## config.mk

```make
export PLATFORM = sky130hd
export DESIGN_NAME = jt7759_rom_srv_flat
export DESIGN_NICKNAME = d
export VERILOG_FILES = /design/src/rtl/jt7759_rom_srv_if.sv /design/src/rtl/jt7759_rom_srv.sv /design/src/flat_wrapper.sv
export SDC_FILE = /design/constraint.sdc
export NUM_CORES = 1
export LEC_CHECK = 0
export CAP_MARGIN = 5
export CORE_ASPECT_RATIO = 1.1
export CORE_MARGIN = 2
export CORE_UTILIZATION = 55
export CTS_CLUSTER_SIZE = 30
export DETAILED_ROUTE_END_ITERATION = 8
export PLACE_DENSITY_LB_ADDON = 0.25
export SETUP_SLACK_MARGIN = 0.3
export SYNTH_ARGS = -nofsm -noshare
export SYNTH_HDL_FRONTEND = slang
export SYNTH_SLANG_ARGS = --single-unit
```

## constraint.sdc

```tcl
create_clock -name clk -period 5.6 [get_ports clk]
set_clock_uncertainty 0.05 [all_clocks]
set_input_delay 1.12 -clock clk [delete_from_list [all_inputs] [get_ports clk]]
set_output_delay 1.12 -clock clk [all_outputs]
set_load 0.005 [all_outputs]
```

## src/rtl/jt7759_rom_srv_if.sv

```systemverilog
// Byte ROM port and 16-bit memory port bundle for jt7759_rom_srv.
// slave is the server's view; master is the requester/memory side.
interface jt7759_rom_srv_if #(
  parameter int AW = 17
);
  logic          rom_cs;
  logic [AW-1:0] rom_addr;
  logic [7:0]    rom_data;
  logic          rom_ok;
  logic          flush;
  logic          mem_req;
  logic [AW-2:0] mem_addr;
  logic          mem_ack;
  logic [15:0]   mem_dout;
  logic          err;

  modport slave (
    input  rom_cs, rom_addr, flush,
    input  mem_ack, mem_dout,
    output rom_data, rom_ok,
    output mem_req, mem_addr, err
  );

  modport master (
    output rom_cs, rom_addr, flush,
    output mem_ack, mem_dout,
    input  rom_data, rom_ok,
    input  mem_req, mem_addr, err
  );
endinterface

```

## src/rtl/jt7759_rom_srv.sv

```systemverilog
// Byte ROM server over a 16-bit req/ack memory port.
// One-word cache, fetch timeout with retry, sticky err.
module jt7759_rom_srv #(
  parameter int AW   = 17,
  parameter int TOW  = 8,
  parameter int TOUT = 200
) (
  input  logic clk,
  input  logic rstn,
  jt7759_rom_srv_if.slave bus
);

  typedef enum logic [1:0] {
    IDLE,
    FETCH,
    RETRY
  } st_t;

  st_t           state, state_nx;
  logic          valid;
  logic          stale;
  logic [AW-2:0] tag;
  logic [15:0]   word;
  logic [TOW-1:0] cnt;

  logic hit;
  logic issue;
  logic take;
  logic tmo;

  assign hit = valid && (tag == bus.rom_addr[AW-1:1]);

  always_comb begin
    state_nx = state;
    issue    = 1'b0;
    take     = 1'b0;
    tmo      = 1'b0;
    unique case (state)
      IDLE: begin
        if (bus.rom_cs && !hit && !bus.flush) begin
          issue    = 1'b1;
          state_nx = FETCH;
        end
      end
      FETCH: begin
        if (bus.mem_ack) begin
          take     = 1'b1;
          state_nx = IDLE;
        end else if (cnt == TOW'(TOUT - 1)) begin
          tmo      = 1'b1;
          state_nx = RETRY;
        end
      end
      RETRY: begin
        state_nx = FETCH;
      end
      default: begin
        state_nx = IDLE;
      end
    endcase
  end

  always_ff @(posedge clk or negedge rstn) begin
    if (!rstn) begin
      state        <= IDLE;
      valid        <= 1'b0;
      stale        <= 1'b0;
      tag          <= '0;
      word         <= '0;
      cnt          <= '0;
      bus.rom_ok   <= 1'b0;
      bus.rom_data <= '0;
      bus.mem_req  <= 1'b0;
      bus.mem_addr <= '0;
      bus.err      <= 1'b0;
    end else begin
      state      <= state_nx;
      bus.rom_ok <= bus.rom_cs && hit && !bus.flush;
      if (hit) begin
        bus.rom_data <= bus.rom_addr[0] ? word[15:8]
                                        : word[7:0];
      end
      if (state == FETCH) begin
        cnt <= cnt + 1'b1;
      end
      if (issue) begin
        bus.mem_req  <= 1'b1;
        bus.mem_addr <= bus.rom_addr[AW-1:1];
        cnt          <= '0;
        stale        <= 1'b0;
      end
      if (take) begin
        bus.mem_req <= 1'b0;
        if (!stale && !bus.flush) begin
          word  <= bus.mem_dout;
          tag   <= bus.mem_addr;
          valid <= 1'b1;
        end
      end
      if (tmo) begin
        bus.mem_req <= 1'b0;
        bus.err     <= 1'b1;
      end
      if (state == RETRY) begin
        bus.mem_req <= 1'b1;
        cnt         <= '0;
      end
      // flush drops the cache and poisons any fetch still in flight
      if (bus.flush) begin
        valid <= 1'b0;
        if (state != IDLE) begin
          stale <= 1'b1;
        end
      end
    end
  end

endmodule

```

## src/flat_wrapper.sv

```systemverilog
// flat-port wrapper written by rule: the top's interface ports become plain ports
module jt7759_rom_srv_flat 
#(
  parameter int AW   = 17,
  parameter int TOW  = 8,
  parameter int TOUT = 200
)
  (clk, rstn, bus_rom_cs, bus_rom_addr, bus_flush, bus_mem_ack, bus_mem_dout, bus_rom_data, bus_rom_ok, bus_mem_req, bus_mem_addr, bus_err);
  jt7759_rom_srv_if #(.AW(AW)) bus_i ();
  input  logic clk;
  input  logic rstn;
  input wire logic [$bits(bus_i.rom_cs)-1:0] bus_rom_cs;
  input wire logic [$bits(bus_i.rom_addr)-1:0] bus_rom_addr;
  input wire logic [$bits(bus_i.flush)-1:0] bus_flush;
  input wire logic [$bits(bus_i.mem_ack)-1:0] bus_mem_ack;
  input wire logic [$bits(bus_i.mem_dout)-1:0] bus_mem_dout;
  output wire logic [$bits(bus_i.rom_data)-1:0] bus_rom_data;
  output wire logic [$bits(bus_i.rom_ok)-1:0] bus_rom_ok;
  output wire logic [$bits(bus_i.mem_req)-1:0] bus_mem_req;
  output wire logic [$bits(bus_i.mem_addr)-1:0] bus_mem_addr;
  output wire logic [$bits(bus_i.err)-1:0] bus_err;
  assign bus_i.rom_cs = bus_rom_cs;
  assign bus_i.rom_addr = bus_rom_addr;
  assign bus_i.flush = bus_flush;
  assign bus_i.mem_ack = bus_mem_ack;
  assign bus_i.mem_dout = bus_mem_dout;
  assign bus_rom_data = bus_i.rom_data;
  assign bus_rom_ok = bus_i.rom_ok;
  assign bus_mem_req = bus_i.mem_req;
  assign bus_mem_addr = bus_i.mem_addr;
  assign bus_err = bus_i.err;
  jt7759_rom_srv #(.AW(AW), .TOW(TOW), .TOUT(TOUT)) u_core (.clk(clk), .rstn(rstn), .bus(bus_i));
endmodule
```

==> impl_results.md, run 1 <==
- Number of synthesized register bits: 71
- Core Region: 5770 sq um
- Most common cell after layout, fill and taps aside: dfrtp_1
- Via Count: 2207
- Final WS setup: 2.16 ns
- Synth area leaders: dfrtp_1, mux2_2, mux2_4, o21ai_0, xor2_1
- Largest net degree at the start of global routing: 72
- HPWL after DPL: 4300 um
- VDD IR max: 305 uV
- Share of cells above drive strength 1: 21.7%
- GRT Residual Overflow: 0
- Vias in the first global route: 2238
- Nets@finish: 360
- Arrival @ worst endpoint: 3.62 ns
- Placed Area: 3940 sq um
- Endpoint class of the critical path: flop
- Fin crit share: 61.4%
- Routed wire per std cell: 15.6 um
- Total track usage: 20.6%
- Chip height: 85.1 um
- WP data required: 5.78 ns
- Clock Tree Buf Depth: 2
- Routed Antenna Nets: 0
- Post-CTS Resized: 0
- Slew Viols, Final: 0
- Drt pass-1 iters: 4
- Worst setup SP type: input pin
- Iter 0 DRT Violations: 167
- Initial antenna violation count: 0
- Final wirelength: 6240 um
- Reg2reg setup slack: 3.00 ns
- Register area share after synthesis: 54.0%
- Hold Slack: 0.412 ns
- Gpl congestion: 0.730
- Die area: 6610 sq um
- Area share of the largest cell type after synthesis: 54.0%
- Clock Latency Late Sink: 0.35 ns
- Clock tree sinks: 71
- Result of the run: completed
- H-tree depth: 3
- Top-Level Pins: 65
- Kind of critical path: input pin to flop
- Vias per cell: 5.52
- CP max stage cell: o211a_1
- Area delta synth->final: 26.2%
- Tmin final: 3.44 ns
- Starting Density: 57.0%
- Clock tree from TritonCTS: built
- Hold_buf cts: 0
- Clock slew at reported path FFs: 0.07 ns
- Synthesized cell area: 3290 sq um
- Post-synth cell types: 40
- I/O Buffers: 64
- Die W: 77.7 um
- Synthesized instance count: 256
- Final hold viol count: 0
- P_leak: 1.85 nW
- DR DRC count: 0
- YS warnings: 0
- First-pass GRT wire length: 10500 um
- Most frequent cells in the layout: dfrtp_1, clkdlybuf4s50_1, mux2_2
- Postcts setup bufs: 0
- Critical-path cell list: clkdlybuf4s50_1 > xnor2_1 > nand4_1 > nand2b_1 > o211a_1 > mux2_2
- Worst Tran Pin Value: 1.10 ns
- Antenna cell count: 0
- Power Dens Cells: 450 nW/um^2
- Mapped Nets: 298
- CTS Buf Count: 9
- MaxCap Viol Count: 0
- Critical-path maximum fanout: 24
- Setup TNS: 0 ns
- Relative slew slack: 26.4%
- Design area: 4150 sq um
- RSZ-0062 raised after global routing: false
- Yosys top cell by area: dfrtp_1
- Max Freq: 291 MHz
- Root Driver: clkbuf_8
- Syn avg cell area: 12.8 sq um
- Rows: 29
- Slowest stage delay, CP: 0.96 ns
- Setup WS pre-CTS: 1.76 ns
- # setup viols final: 0
- HP Class: flop to flop
[metal layers]
layer  wire length [um]  up-vias  track usage, %
met1               2790     1093            27.2
met4                127        0            11.0
met3                282       12            3.94
li1                   -     1033               -
met2               3040       69            32.4
met5                  0        -               0
[critical path: cells and delay by family]
kind                   cells  cell delay, ns
AND/OR/NAND/NOR            2            0.49
multiplexers               1            0.42
AO/OA/AOI/OAI              1            0.96
XOR/XNOR                   1            0.16
buffers and inverters      1            0.45
[Yosys cell counts, drive strengths merged]
| cell type | count |
|---|---|
| a211oi | 1 |
| a31oi | 2 |
| nor2 | 14 |
| nor3b | 1 |
| mux2 | 49 |
| nand4bb | 1 |
| dfrtp | 71 |
| xnor2 | 5 |
| nand2 | 6 |
| a21o | 2 |
| a221o | 1 |
| a2bb2oi | 1 |
| nor3 | 1 |
| a21oi | 4 |
| o221ai | 1 |
| or2 | 1 |
| nor2b | 4 |
| nand4 | 3 |
| inv | 6 |
| clkbuf | 8 |
| nand3b | 1 |
| and2 | 2 |
| o211a | 1 |
| a22oi | 3 |
| nand3 | 1 |
| and3 | 6 |
| o21ai | 23 |
| buf | 6 |
| ha | 4 |
| nand2b | 2 |
| o31ai | 1 |
| nor4 | 3 |
| mux2i | 9 |
| o311a | 1 |
| xor2 | 11 |
[sequential cells by signal (all words and copies together), names as in the netlist]
signal and count:
u_core.tag 16, u_core.bus.rom_data 8, u_core.bus.mem_addr 16, u_core.cnt 8, u_core.bus.err 1, u_core.bus.mem_req 1, u_core.bus.rom_ok 1, u_core.valid 1
u_core.stale 1, u_core.state 2, u_core.word 16
[layout make-up]
cell class	count	area (sq um)
Inverter	6	22.5
Timing Repair Buffer	65	646
Tap cell	77	96.3
Clock inverter	6	68.8
Clock buffer	10	138
Fill cell	411	1620
Sequential cell	71	1780
Multi-Input combinational cell	165	1400
[final timing paths]
path / start / to / cells after the start
worst min register to register: u_core.bus.err / u_core.bus.err / 1
min in group asynchronous: rstn / u_core.cnt[6] / 1
max in group asynchronous: rstn / u_core.bus.err / 1
worst max-delay path: bus_rom_addr[8] / u_core.bus.mem_addr[2] / 6
worst max register to register: u_core.tag[7] / u_core.bus.mem_addr[2] / 5
worst min-delay path: u_core.bus.err / u_core.bus.err / 1
[where the power goes]
part           internal [W]  leakage [nW]  switching (W)  total, W
Combinational      0.000388         0.852       0.000230  0.000618
Clock              0.000220         0.103       0.000192  0.000412
Sequential         0.000707         0.893       0.000133  0.000840
[metrics by stage]
stage	power [W]	util, %	std cells
6_report	0.00187	71.9	400
5_1_grt	0.00199	71.9	400
4_1_cts	0.00189	71.9	400
3_5_place_dp	0.00147	68.4	384
3_3_place_gp	0.00144	68.4	384
2_1_floorplan	0.00122	-	256
[cell families after synthesis]
logic type      after synthesis  synth area share (%)
xor+xnor                     16                  4.26
buf+inv                      20                  3.31
mux                          58                  20.9
simple gates                 46                  8.45
fa+ha+maj                     4                  1.52
compound gates               41                  7.53
flops                        71                  54.0
(Power assumes the default switching activity.)
==> inputs of run 2 (changes only) <==
--- a/config.mk
+++ b/config.mk
@@ -8,7 +8,7 @@
 export CAP_MARGIN = 5
 export CORE_ASPECT_RATIO = 1.1
 export CORE_MARGIN = 2
-export CORE_UTILIZATION = 55
+export CORE_UTILIZATION = 46
 export CTS_CLUSTER_SIZE = 30
 export DETAILED_ROUTE_END_ITERATION = 8
 export PLACE_DENSITY_LB_ADDON = 0.25
==> constraint.sdc (replaced) <==
create_clock -name clk -period 2.86 [get_ports clk]
set_clock_uncertainty 0.05 [all_clocks]
set_input_delay 0.572 -clock clk [delete_from_list [all_inputs] [get_ports clk]]
set_output_delay 0.572 -clock clk [all_outputs]
set_load 0.005 [all_outputs]
==> impl_results.md, run 2 (same netlist as run 1, synthesis figures left out) <==
- CTS Buf Count: 9
- Slew Viols, Final: 0
- Crit Reg-Reg Endpoint: u_core.stale
- Power Dens Cells: 880 nW/um^2
- Via Count: 2171
- Starting Density: 47.2%
- Routed wire per std cell: 14.9 um
- Gpl congestion: 0.816
- Die W: 84.6 um
- Initial antenna violation count: 0
- Clock tree from TritonCTS: built
- # setup viols final: 0
- Reg2reg setup slack: 0.91 ns
- Die area: 7840 sq um
- HP Class: input pin to async pin
- Worst R2R Path Depth: 7
- Critical-path cell list: clkdlybuf4s50_1 > xor2_1 > nor3_1 > nand3_2 > buf_4 > or2_1 > buf_4 > o221ai_1
- Setup TNS: 0 ns
- RSZ-0062 raised after global routing: false
- Postcts setup bufs: 0
- WP depth: 8
- WP data required: 3.07 ns
- Endpoint class of the critical path: flop
- Tmin final: 2.25 ns
- MaxCap Viol Count: 0
- Critical-path maximum fanout: 11
- Worst setup SP type: input pin
- Clock Tree Buf Depth: 2
- Total Power: 0.00375 W
- Final hold viol count: 0
- Routed Antenna Nets: 0
- Result of the run: completed
- Clock tree sinks: 71
- Relative slew slack: 65.7%
- Clock Latency Late Sink: 0.34 ns
- Fin crit share: 78.7%
- P_leak: 1.90 nW
- VDD IR max: 533 uV
- Post-CTS Resized: 0
- Slowest stage delay, CP: 0.43 ns
- Root Driver: clkbuf_8
- Vias in the first global route: 2089
- Worst Tran Pin Value: 0.512 ns
- Hold_buf cts: 0
- Nets@finish: 367
- Area delta synth->final: 29.6%
- Largest net degree at the start of global routing: 52
- Fillers: 585
- Kind of critical path: input pin to flop
- Iter 0 DRT Violations: 70
- Drt pass-1 iters: 5
- CP max stage cell: clkdlybuf4s50_1
- HPWL after DPL: 4410 um
- Final wirelength: 6180 um
- Clock slew at reported path FFs: 0.08 ns
- Core Region: 6970 sq um
- Total track usage: 16.7%
- GRT Residual Overflow: 0
- H-tree depth: 3
- Top-Level Pins: 65
- Reg2reg start: u_core.tag[8]
- Biggest regs: u_core.bus.mem_addr (16), u_core.tag (16), u_core.word (16)
- Most frequent CP cell: buf_4
- Chip height: 92.7 um
- First-pass GRT wire length: 10100 um
- Antenna cell count: 0
- Max Freq: 444 MHz
- Arrival @ worst endpoint: 2.46 ns
- Most common cell after layout, fill and taps aside: dfrtp_1
- Crit-path leading delay family: buffers and inverters
- Share of cells above drive strength 1: 23.3%
- Most frequent cells in the layout: dfrtp_1, clkdlybuf4s50_1, mux2_2
- Critical path buffer and inverter count: 3
- Rows: 32
- DR DRC count: 0
- I/O Buffers: 64
- Vias per cell: 5.23
[run 2: worst max path at each step]
stage / start / to / slack, ns
6_report: bus_rom_addr[9] / u_core.stale / 0.61
5_1_grt: bus_rom_addr[9] / u_core.stale / 0.46
4_1_cts: bus_rom_addr[9] / u_core.stale / 0.61
3_5_place_dp: bus_rom_addr[9] / u_core.stale / 0.24
3_3_place_gp: bus_rom_addr[14] / u_core.bus.mem_addr[13] / 0.27
2_1_floorplan: bus_rom_addr[14] / u_core.bus.mem_addr[10] / 0.77
[run 2: stage by stage]
stage	util, %	area, sq um	hold slack (ns)	instances	setup slack [ns]
final	61.2	4260	0.139	415	0.609
after global placement	57.8	4030	0.396	399	0.268
after CTS	61.2	4260	0.146	415	0.606
after global routing	61.2	4260	0.163	415	0.459
after detailed placement	57.8	4030	0.399	399	0.243
after floorplan	-	3290	0.226	256	0.767
[run 2: routing by layer]
metal	GRT usage, %	vias up	part of all wire [%]
met5	0	-	0
met4	8.33	0	1.7
met3	3.83	8	4.4
met2	24.8	48	47
met1	23.0	1069	47
li1	-	1046	-
[run 2: final cells by class]
type                    instances  area, sq um  area share (%)
flip-flops and latches         71         1780            41.7
multi-input cells             165         1400            32.9
repair buffers                 72          721            16.9
clock buffers                  11          151            3.55
well taps                      85          106            2.50
clock inverters                 5         80.1            1.88
inverters                       6         22.5           0.529
[run 2: worst register-to-register path: cells and delay by family, from the launching register on]
family	cells	cell delay (ns)
AOI/OAI and AO/OA	1	0.18
xor gates and xnor gates	1	0.15
buffers and inverters	2	0.35
DFF	1	0.39
and+or+nand+nor	3	0.74
[run 2: report_power, final]
part           total (W)  switching, W  internal, W
logic            0.00120      0.000436     0.000769
clock network   0.000905      0.000369     0.000537
registers        0.00164      0.000253      0.00139
total            0.00375       0.00106      0.00269
